## config.mk

```make
export PLATFORM = sky130hd
export DESIGN_NAME = pc_fetch_ctrl_flat
export DESIGN_NICKNAME = d
export VERILOG_FILES = /design/src/rtl/pc_fetch_ctrl_if.sv /design/src/rtl/pc_fetch_ctrl.sv /design/src/flat_wrapper.sv
export SDC_FILE = /design/constraint.sdc
export NUM_CORES = 1
export LEC_CHECK = 0
export CORE_AREA = 5 5 42 44
export CTS_CLUSTER_SIZE = 14
export DETAILED_ROUTE_END_ITERATION = 8
export DIE_AREA = 0 0 47 49
export PLACE_DENSITY = 0.73
export SYNTH_ARGS = -nofsm -noshare
export SYNTH_HDL_FRONTEND = slang
export SYNTH_SLANG_ARGS = --single-unit
```

## constraint.sdc

```tcl
create_clock -name clk -period 2.3 [get_ports clk]
set_clock_uncertainty 0.05 [all_clocks]
set_input_delay 0.46 -clock clk [delete_from_list [all_inputs] [get_ports clk]]
set_output_delay 0.46 -clock clk [all_outputs]
set_load 0.02 [all_outputs]
```

## src/rtl/pc_fetch_ctrl_if.sv

```systemverilog
// pc_fetch_ctrl_if: fetch-control bundle between the ID stage / hazard unit /
// instruction memory and the fetch sequencer, plus the PC/NPC datapath enables.
// master: the sequencer (pc_fetch_ctrl). slave: the surrounding pipeline.
interface pc_fetch_ctrl_if #(
    parameter int unsigned CNT_W = 16
) ();
    // requests into the sequencer
    logic             branch_taken;
    logic             jump;
    logic             hazard_stall;
    logic             imem_ready;

    // controls out of the sequencer
    logic             imem_req;
    logic             pc_le;
    logic             npc_le;
    logic             if_id_le;
    logic             target_le;
    logic [1:0]       pc_source_select;
    logic [1:0]       fetch_state;
    logic [CNT_W-1:0] stall_count;

    modport master (
        input  branch_taken,
        input  jump,
        input  hazard_stall,
        input  imem_ready,
        output imem_req,
        output pc_le,
        output npc_le,
        output if_id_le,
        output target_le,
        output pc_source_select,
        output fetch_state,
        output stall_count
    );

    modport slave (
        output branch_taken,
        output jump,
        output hazard_stall,
        output imem_ready,
        input  imem_req,
        input  pc_le,
        input  npc_le,
        input  if_id_le,
        input  target_le,
        input  pc_source_select,
        input  fetch_state,
        input  stall_count
    );
endinterface

```

## src/rtl/pc_fetch_ctrl.sv

```systemverilog
// pc_fetch_ctrl: fetch-stage sequencer owning PC/NPC/IF-ID load enables and the
// next-PC source select. Holds fetch for RESET_HOLD_CYCLES after reset, then
// advances whenever memory is ready and no hazard stall is raised. A redirect
// that cannot be applied immediately is remembered until the next advance.
// Enables/select are Mealy outputs of registered state and current inputs.
// Optional feature macro: PC_STALL_COUNTER_EN builds the saturating stall counter;
// without it stall_count is tied to zero.
module pc_fetch_ctrl #(
    parameter int unsigned RESET_HOLD_CYCLES = 2,
    parameter int unsigned CNT_W             = 16
) (
    input  logic            clk,
    input  logic            reset,
    pc_fetch_ctrl_if.master bus
);

    localparam int unsigned HOLD_W =
        (RESET_HOLD_CYCLES > 1) ? $clog2(RESET_HOLD_CYCLES) : 1;
    localparam logic [HOLD_W-1:0] HOLD_LAST  = HOLD_W'(RESET_HOLD_CYCLES - 1);
    localparam logic [1:0]        SEL_NPC    = 2'b00;
    localparam logic [1:0]        SEL_TARGET = 2'b01;

    typedef enum logic [1:0] {
        ST_HOLD     = 2'b00,
        ST_FETCH    = 2'b01,
        ST_WAIT_MEM = 2'b10
    } state_e;

    state_e            state_q, state_d;
    logic [HOLD_W-1:0] hold_cnt_q, hold_cnt_d;
    logic              pending_q, pending_d;

    logic              redirect_c;
    logic              active_c;
    logic              advance_c;

    // Sequencer state, post-reset hold counter and remembered redirect
    always_ff @(posedge clk or negedge reset) begin
        if (!reset) begin
            state_q    <= ST_HOLD;
            hold_cnt_q <= '0;
            pending_q  <= 1'b0;
        end else begin
            state_q    <= state_d;
            hold_cnt_q <= hold_cnt_d;
            pending_q  <= pending_d;
        end
    end

    // Next-state, pending tracking and Mealy fetch controls
    always_comb begin
        state_d              = state_q;
        hold_cnt_d           = hold_cnt_q;
        pending_d            = pending_q;
        bus.imem_req         = 1'b0;
        bus.pc_le            = 1'b0;
        bus.npc_le           = 1'b0;
        bus.if_id_le         = 1'b0;
        bus.target_le        = 1'b0;
        bus.pc_source_select = SEL_NPC;
        bus.fetch_state      = state_q;

        redirect_c = bus.branch_taken | bus.jump;
        active_c   = (state_q == ST_FETCH) || (state_q == ST_WAIT_MEM);
        advance_c  = active_c && bus.imem_ready && !bus.hazard_stall;

        case (state_q)
            ST_HOLD: begin
                if (hold_cnt_q == HOLD_LAST) begin
                    state_d    = ST_FETCH;
                    hold_cnt_d = '0;
                end else begin
                    hold_cnt_d = hold_cnt_q + HOLD_W'(1);
                end
            end
            ST_FETCH: begin
                if (!bus.imem_ready) begin
                    state_d = ST_WAIT_MEM;
                end
            end
            ST_WAIT_MEM: begin
                if (advance_c) begin
                    state_d = ST_FETCH;
                end
            end
            default: begin
                state_d    = ST_HOLD;
                hold_cnt_d = '0;
            end
        endcase

        if (active_c) begin
            bus.imem_req  = 1'b1;
            // Only the first redirect of an unapplied pair captures its target
            bus.target_le = redirect_c && !pending_q;
            if (advance_c) begin
                bus.pc_le    = 1'b1;
                bus.npc_le   = 1'b1;
                bus.if_id_le = 1'b1;
                bus.pc_source_select = (pending_q || redirect_c) ? SEL_TARGET : SEL_NPC;
                pending_d    = 1'b0;
            end else if (redirect_c) begin
                pending_d    = 1'b1;
            end
        end
    end

`ifdef PC_STALL_COUNTER_EN
    logic [CNT_W-1:0] stall_cnt_q, stall_cnt_d;

    // Saturating count of fetch cycles that did not advance
    always_comb begin
        stall_cnt_d = stall_cnt_q;
        if (active_c && !advance_c && (stall_cnt_q != {CNT_W{1'b1}})) begin
            stall_cnt_d = stall_cnt_q + CNT_W'(1);
        end
    end

    // Stall counter register
    always_ff @(posedge clk or negedge reset) begin
        if (!reset) begin
            stall_cnt_q <= '0;
        end else begin
            stall_cnt_q <= stall_cnt_d;
        end
    end

    assign bus.stall_count = stall_cnt_q;
`else
    assign bus.stall_count = CNT_W'(0);
`endif

endmodule

```

## src/flat_wrapper.sv

```systemverilog
// flat-port wrapper written by rule: the top's interface ports become plain ports
module pc_fetch_ctrl_flat 
#(
    parameter int unsigned RESET_HOLD_CYCLES = 2,
    parameter int unsigned CNT_W             = 16
)
  (clk, reset, bus_branch_taken, bus_jump, bus_hazard_stall, bus_imem_ready, bus_imem_req, bus_pc_le, bus_npc_le, bus_if_id_le, bus_target_le, bus_pc_source_select, bus_fetch_state, bus_stall_count);
  pc_fetch_ctrl_if #(.CNT_W(CNT_W)) bus_i ();
  input  logic clk;
  input  logic reset;
  input wire logic [$bits(bus_i.branch_taken)-1:0] bus_branch_taken;
  input wire logic [$bits(bus_i.jump)-1:0] bus_jump;
  input wire logic [$bits(bus_i.hazard_stall)-1:0] bus_hazard_stall;
  input wire logic [$bits(bus_i.imem_ready)-1:0] bus_imem_ready;
  output wire logic [$bits(bus_i.imem_req)-1:0] bus_imem_req;
  output wire logic [$bits(bus_i.pc_le)-1:0] bus_pc_le;
  output wire logic [$bits(bus_i.npc_le)-1:0] bus_npc_le;
  output wire logic [$bits(bus_i.if_id_le)-1:0] bus_if_id_le;
  output wire logic [$bits(bus_i.target_le)-1:0] bus_target_le;
  output wire logic [$bits(bus_i.pc_source_select)-1:0] bus_pc_source_select;
  output wire logic [$bits(bus_i.fetch_state)-1:0] bus_fetch_state;
  output wire logic [$bits(bus_i.stall_count)-1:0] bus_stall_count;
  assign bus_i.branch_taken = bus_branch_taken;
  assign bus_i.jump = bus_jump;
  assign bus_i.hazard_stall = bus_hazard_stall;
  assign bus_i.imem_ready = bus_imem_ready;
  assign bus_imem_req = bus_i.imem_req;
  assign bus_pc_le = bus_i.pc_le;
  assign bus_npc_le = bus_i.npc_le;
  assign bus_if_id_le = bus_i.if_id_le;
  assign bus_target_le = bus_i.target_le;
  assign bus_pc_source_select = bus_i.pc_source_select;
  assign bus_fetch_state = bus_i.fetch_state;
  assign bus_stall_count = bus_i.stall_count;
  pc_fetch_ctrl #(.RESET_HOLD_CYCLES(RESET_HOLD_CYCLES), .CNT_W(CNT_W)) u_core (.clk(clk), .reset(reset), .bus(bus_i));
endmodule
```

**Yosys cells after proc, flatten, opt, wreduce, memory -nomap -nowiden**

Index checks and enable logic that the tools add are counted.

- Register bits after elaboration: 4
- Output and inout port bits: 25
- Word-level logic and storage cells: 37

- $add $sub $neg: 1
- Equality and inequality tests: 5
- Mux-type cells: 15
- Bitwise operators: 1
- Reductions and logical operators: 12

Operator list:

| cell | number |
|---|---|
| 2-to-1 mux 2 bit | 5 |
| 2-to-1 mux 1 bit | 8 |
| case mux 2 bit (3 select lines) | 1 |
| != test 2 x 1 -> 1 bit, second input constant | 2 |
| logical AND 1 bit | 3 |
| AND reduction 3 bit | 1 |
| equality test 2 x 1 -> 1 bit, second input constant | 1 |
| equality test 2 bit, second input constant | 1 |
| zero test 1 bit | 2 |
| zero test 2 bit | 1 |
| logical OR 1 bit | 2 |
| != test 2 bit, second input constant | 1 |
| case mux 1 bit (2 select lines) | 1 |
| AND reduction 2 bit | 1 |
| nonzero test 2 bit | 1 |
| OR reduction 2 bit | 1 |
| adder 1 bit, second input constant | 1 |
| OR 1 bit | 1 |

**Depth between registers and ports, before layout**

- Word-level depth: 6
- Mapped depth: 5
- Gate-level depth less buffers: 5

**Worst setup path before layout**

OpenSTA, ideal clock, no wires.

- Kind: register to output
- Start point: register u_core.state_q[0] (netlist: u_core.bus.fetch_state[0])
- End point: output port bus_npc_le
- Data arrival time: 1.553 ns
- Data required time: 1.790 ns
- Setup slack: 0.237 ns
- Cell stages (with the launch flop): 6
- Buffers on the path: 1
- Path through: dfrtp_1 > inv_1 > ha_1 > nand3b_1 > inv_1 > buf_4

- Word-level cells in the longest chain between the ends: 6
- Elaborated cells on any way between the ends: 7

RTL lines:

| what | RTL line | text |
|---|---|---|
| from (decl) | pc_fetch_ctrl.sv:29 | `state_e state_q, state_d;` |
| from (signal assigned) | pc_fetch_ctrl.sv:44 | `state_q <= state_d;` |
| equality test 2 x 1 -> 1 bit / equality test 2 bit (equally long branches) | pc_fetch_ctrl.sv:64 | `active_c = (state_q == ST_FETCH) \|\| (state_q == ST_WAIT_MEM);` |
| logical OR 1 bit * | pc_fetch_ctrl.sv:64 |  |
| logical AND 1 bit (2 in series) | pc_fetch_ctrl.sv:65 | `advance_c = active_c && bus.imem_ready && !bus.hazard_stall;` |
| 2-to-1 mux 1 bit | n/a |  |
| 2-to-1 mux 1 bit * | n/a |  |
| to (decl) | flat_wrapper.sv:17 | `output wire logic [$bits(bus_i.npc_le)-1:0] bus_npc_le;` |

Every way passes the cells marked *; elsewhere a longest branch is shown, timed or not.

**Worst setup path in the final report**

- Start point: register u_core.state_q[1] (netlist: u_core.bus.fetch_state[1])
- End point: output port bus_imem_req

- Word-level cells in the longest chain between the ends: 3
- Elaborated cells on any way between the ends: 4

RTL lines:

| what | RTL line | text |
|---|---|---|
| equality test 2 x 1 -> 1 bit / equality test 2 bit (equally long branches) | pc_fetch_ctrl.sv:64 |  |
| logical OR 1 bit * | pc_fetch_ctrl.sv:64 |  |
| 2-to-1 mux 1 bit * | pc_fetch_ctrl.sv:92 | `if (active_c) begin` |
| to (decl) | flat_wrapper.sv:15 | `output wire logic [$bits(bus_i.imem_req)-1:0] bus_imem_req;` |

Marks and branches as above.

==> flow_summary.json <==
{
  "timing.fmax_mhz": 459,
  "row_count": 14,
  "detailroute.via_count": 296,
  "required_ps": 1790,
  "total_power_mw": 0.635,
  "first_iter_violations": 5,
  "drc": 0,
  "startpoint_type": "flip-flop",
  "cts_sinks": 4,
  "io_pins": 31,
  "overflow": 0,
  "dr.pass1.iters": 4,
  "finalHoldViolCount": 0,
  "rsz0062_at_grt": "false",
  "clk-insertion-delay-late_ps": 230,
  "status": "finished, final reports clean",
  "die_h_um": 49,
  "gr-usage-all-layers": 0.0727,
  "hold_path_class": "input pin to asynchronous set/reset pin",
  "ys_types": 14,
  "reg2reg_depth": 6,
  "synthSimpleGateAreaFrac": 0.0886,
  "synth_fa_ha_area_frac": 0.127,
  "power_density_nw_per_um2": 1270,
  "ir_drop_v": 0.000458,
  "timing.final.crit_share": 0.947,
  "yosys_warnings": 0,
  "grt_pass1_wl_um": 1210,
  "portBuffers": 13,
  "synth-seq-cells": 4,
  "vias_per_cell": 3.70,
  "drv_slew": 0,
  "synth_compound_area_frac": 0.0854,
  "cts_made_buffers": 3,
  "synthTopCellsByArea": "buf_4, dfrtp_1, ha_1",
  "avgSynthCellArea_um2": 8.41,
  "fillers": 159,
  "grt_pass1_vias": 298,
  "clk_pin_slew_ps": 40,
  "cts-root-buf": "clkbuf_4",
  "synth_area_um2": 395,
  "syn_inst": 47,
  "ant_nets": 0,
  "period_needed_ps": 2180,
  "cts_tree": "done",
  "dieWidth_um": 47,
  "ff_latch_area_um2": 100,
  "avgRoutedWirePerCell_um": 9.61,
  "setup_viol": 0,
  "grt_start_max_net_pins": 6,
  "layout-drive-gt1-share": 0.156,
  "start_util": 0.282,
  "path_class": "flip-flop to output pin",
  "h-tree-depth": 1,
  "end_kind": "output pin",
  "synth_mux_area_frac": 0.0285,
  "arrival_ps": 1670,
  "synth_xor_area_frac": 0,
  "antenna_cells": 0,
  "gp_congestion": 0.665,
  "yosys.area.top_type": "buf_4",
  "place.detailed.hpwl_um": 694,
  "fp.dieArea_um2": 2300,
  "clk_path_buf_depth": 2,
  "coreArea_um2": 1400,
  "final_util": 0.356,
  "p_leak_nw": 0.278,
  "netlist.area_leader.share": 0.361,
  "critPathMaxFanout": 5,
  "drt_wl_total_um": 769,
  "multi_input_area_um2": 194,
  "nNetsFinal": 76,
  "seq_area_frac_synth": 0.253,
  "antenna_found_initial": 0,
  "synth_top_family_by_area": "buffers and inverters",
  "area_delta_synth_final_pct": 26.3,
  "cap_viol_max_count": 0
}
-- timing repair --
action / CTS / global route
endpoints found under the setup margin: 5 / 4
resized for setup: 5 / 7
buffers inserted: 0 / 0
gates cloned: 0 / 0
hold buffers: 0 / 0
-- metal layers --
metal | GRT usage | vias up | share of wire
li1 | - | 147 | -
met1 | 0.0708 | 133 | 0.33
met2 | 0.124 | 16 | 0.53
met3 | 0.0258 | 0 | 0.14
met4 | 0.0415 | 0 | 0
met5 | 0 | - | 0
-- synthesized netlist by cell type --
cell,n
buf_4,19
inv_1,5
dfrtp_1,4
ha_1,4
nand2_1,3
nor2_1,3
o21ai_0,2
a21oi_1,1
a222oi_1,1
a2bb2oi_1,1
conb_1,1
mux2_1,1
nand3b_1,1
nor3_1,1
-- power breakdown --
part           total [mW]  switching [mW]  internal (mW)
combinational       0.426           0.240          0.186
sequential          0.126          0.0212          0.105
clock              0.0838          0.0256         0.0582
-- registers in the layout (all words and copies together), names as in the netlist --
register and flops:
u_core.bus.fetch_state 2, u_core.hold_cnt_q 1, u_core.pending_q 1
-- metrics by stage --
step / setup TNS [ps] / setup slack (ps) / cell area, um^2 / instances / hold WS, ps
global route: 0 / 15.1 / 499 / 80 / 384
global placement: -75.0 / -27.0 / 493 / 77 / 435
floorplan: 0 / 237 / 455 / 63 / 114
CTS: 0 / 58.6 / 509 / 80 / 380
finish: 0 / 122 / 499 / 80 / 379
detailed placement: -142 / -56.4 / 493 / 77 / 483
-- layout make-up --
type / count / share of cell area
flip-flops and latches: 4 / 0.201
inverters: 5 / 0.0376
well taps: 16 / 0.0401
repair buffers: 17 / 0.288
multi-input cells: 35 / 0.388
clock buffers: 3 / 0.0451
-- worst paths after layout --
check | start | endpoint | slack (ps)
setup / recovery | u_core.bus.fetch_state[1] | bus_imem_req | 120
hold / removal | reset | u_core.bus.fetch_state[0] | 380
setup reg to reg | u_core.bus.fetch_state[1] | u_core.bus.fetch_state[1] | 290
hold reg to reg | u_core.hold_cnt_q | u_core.hold_cnt_q | 480
max in group asynchronous | reset | u_core.hold_cnt_q | 1660
min in group clk | u_core.hold_cnt_q | u_core.hold_cnt_q | 480
-- placed cells by master, fill, tap and decap left out --
cell,instances
clkbuf_4,3
nor2_1,3
buf_4,4
dfrtp_1,4
inv_1,5
a2bb2oi_1,1
clkbuf_2,3
ha_1,4
clkdlybuf4s15_1,1
a222oi_1,1
conb_1,17
nand2_1,3
mux2_1,1
a21oi_1,1
clkdlybuf4s50_1,8
nor3_1,1
nand3b_1,1
dlygate4sd2_1,1
o21ai_0,2
-- critical path: stages, from the launching register on --
cell,delay [ps]
dfrtp_1,370
inv_1,90
ha_1,350
clkdlybuf4s50_1,620
-- cell families after synthesis --
| group | Yosys count |
|---|---|
| muxes | 1 |
| and+or+nand+nor | 8 |
| other | 1 |
| adders and majority gates | 4 |
| DFF | 4 |
| AOI/OAI and AO/OA | 5 |
| buffers and inverters | 24 |
(Power assumes the default switching activity.)
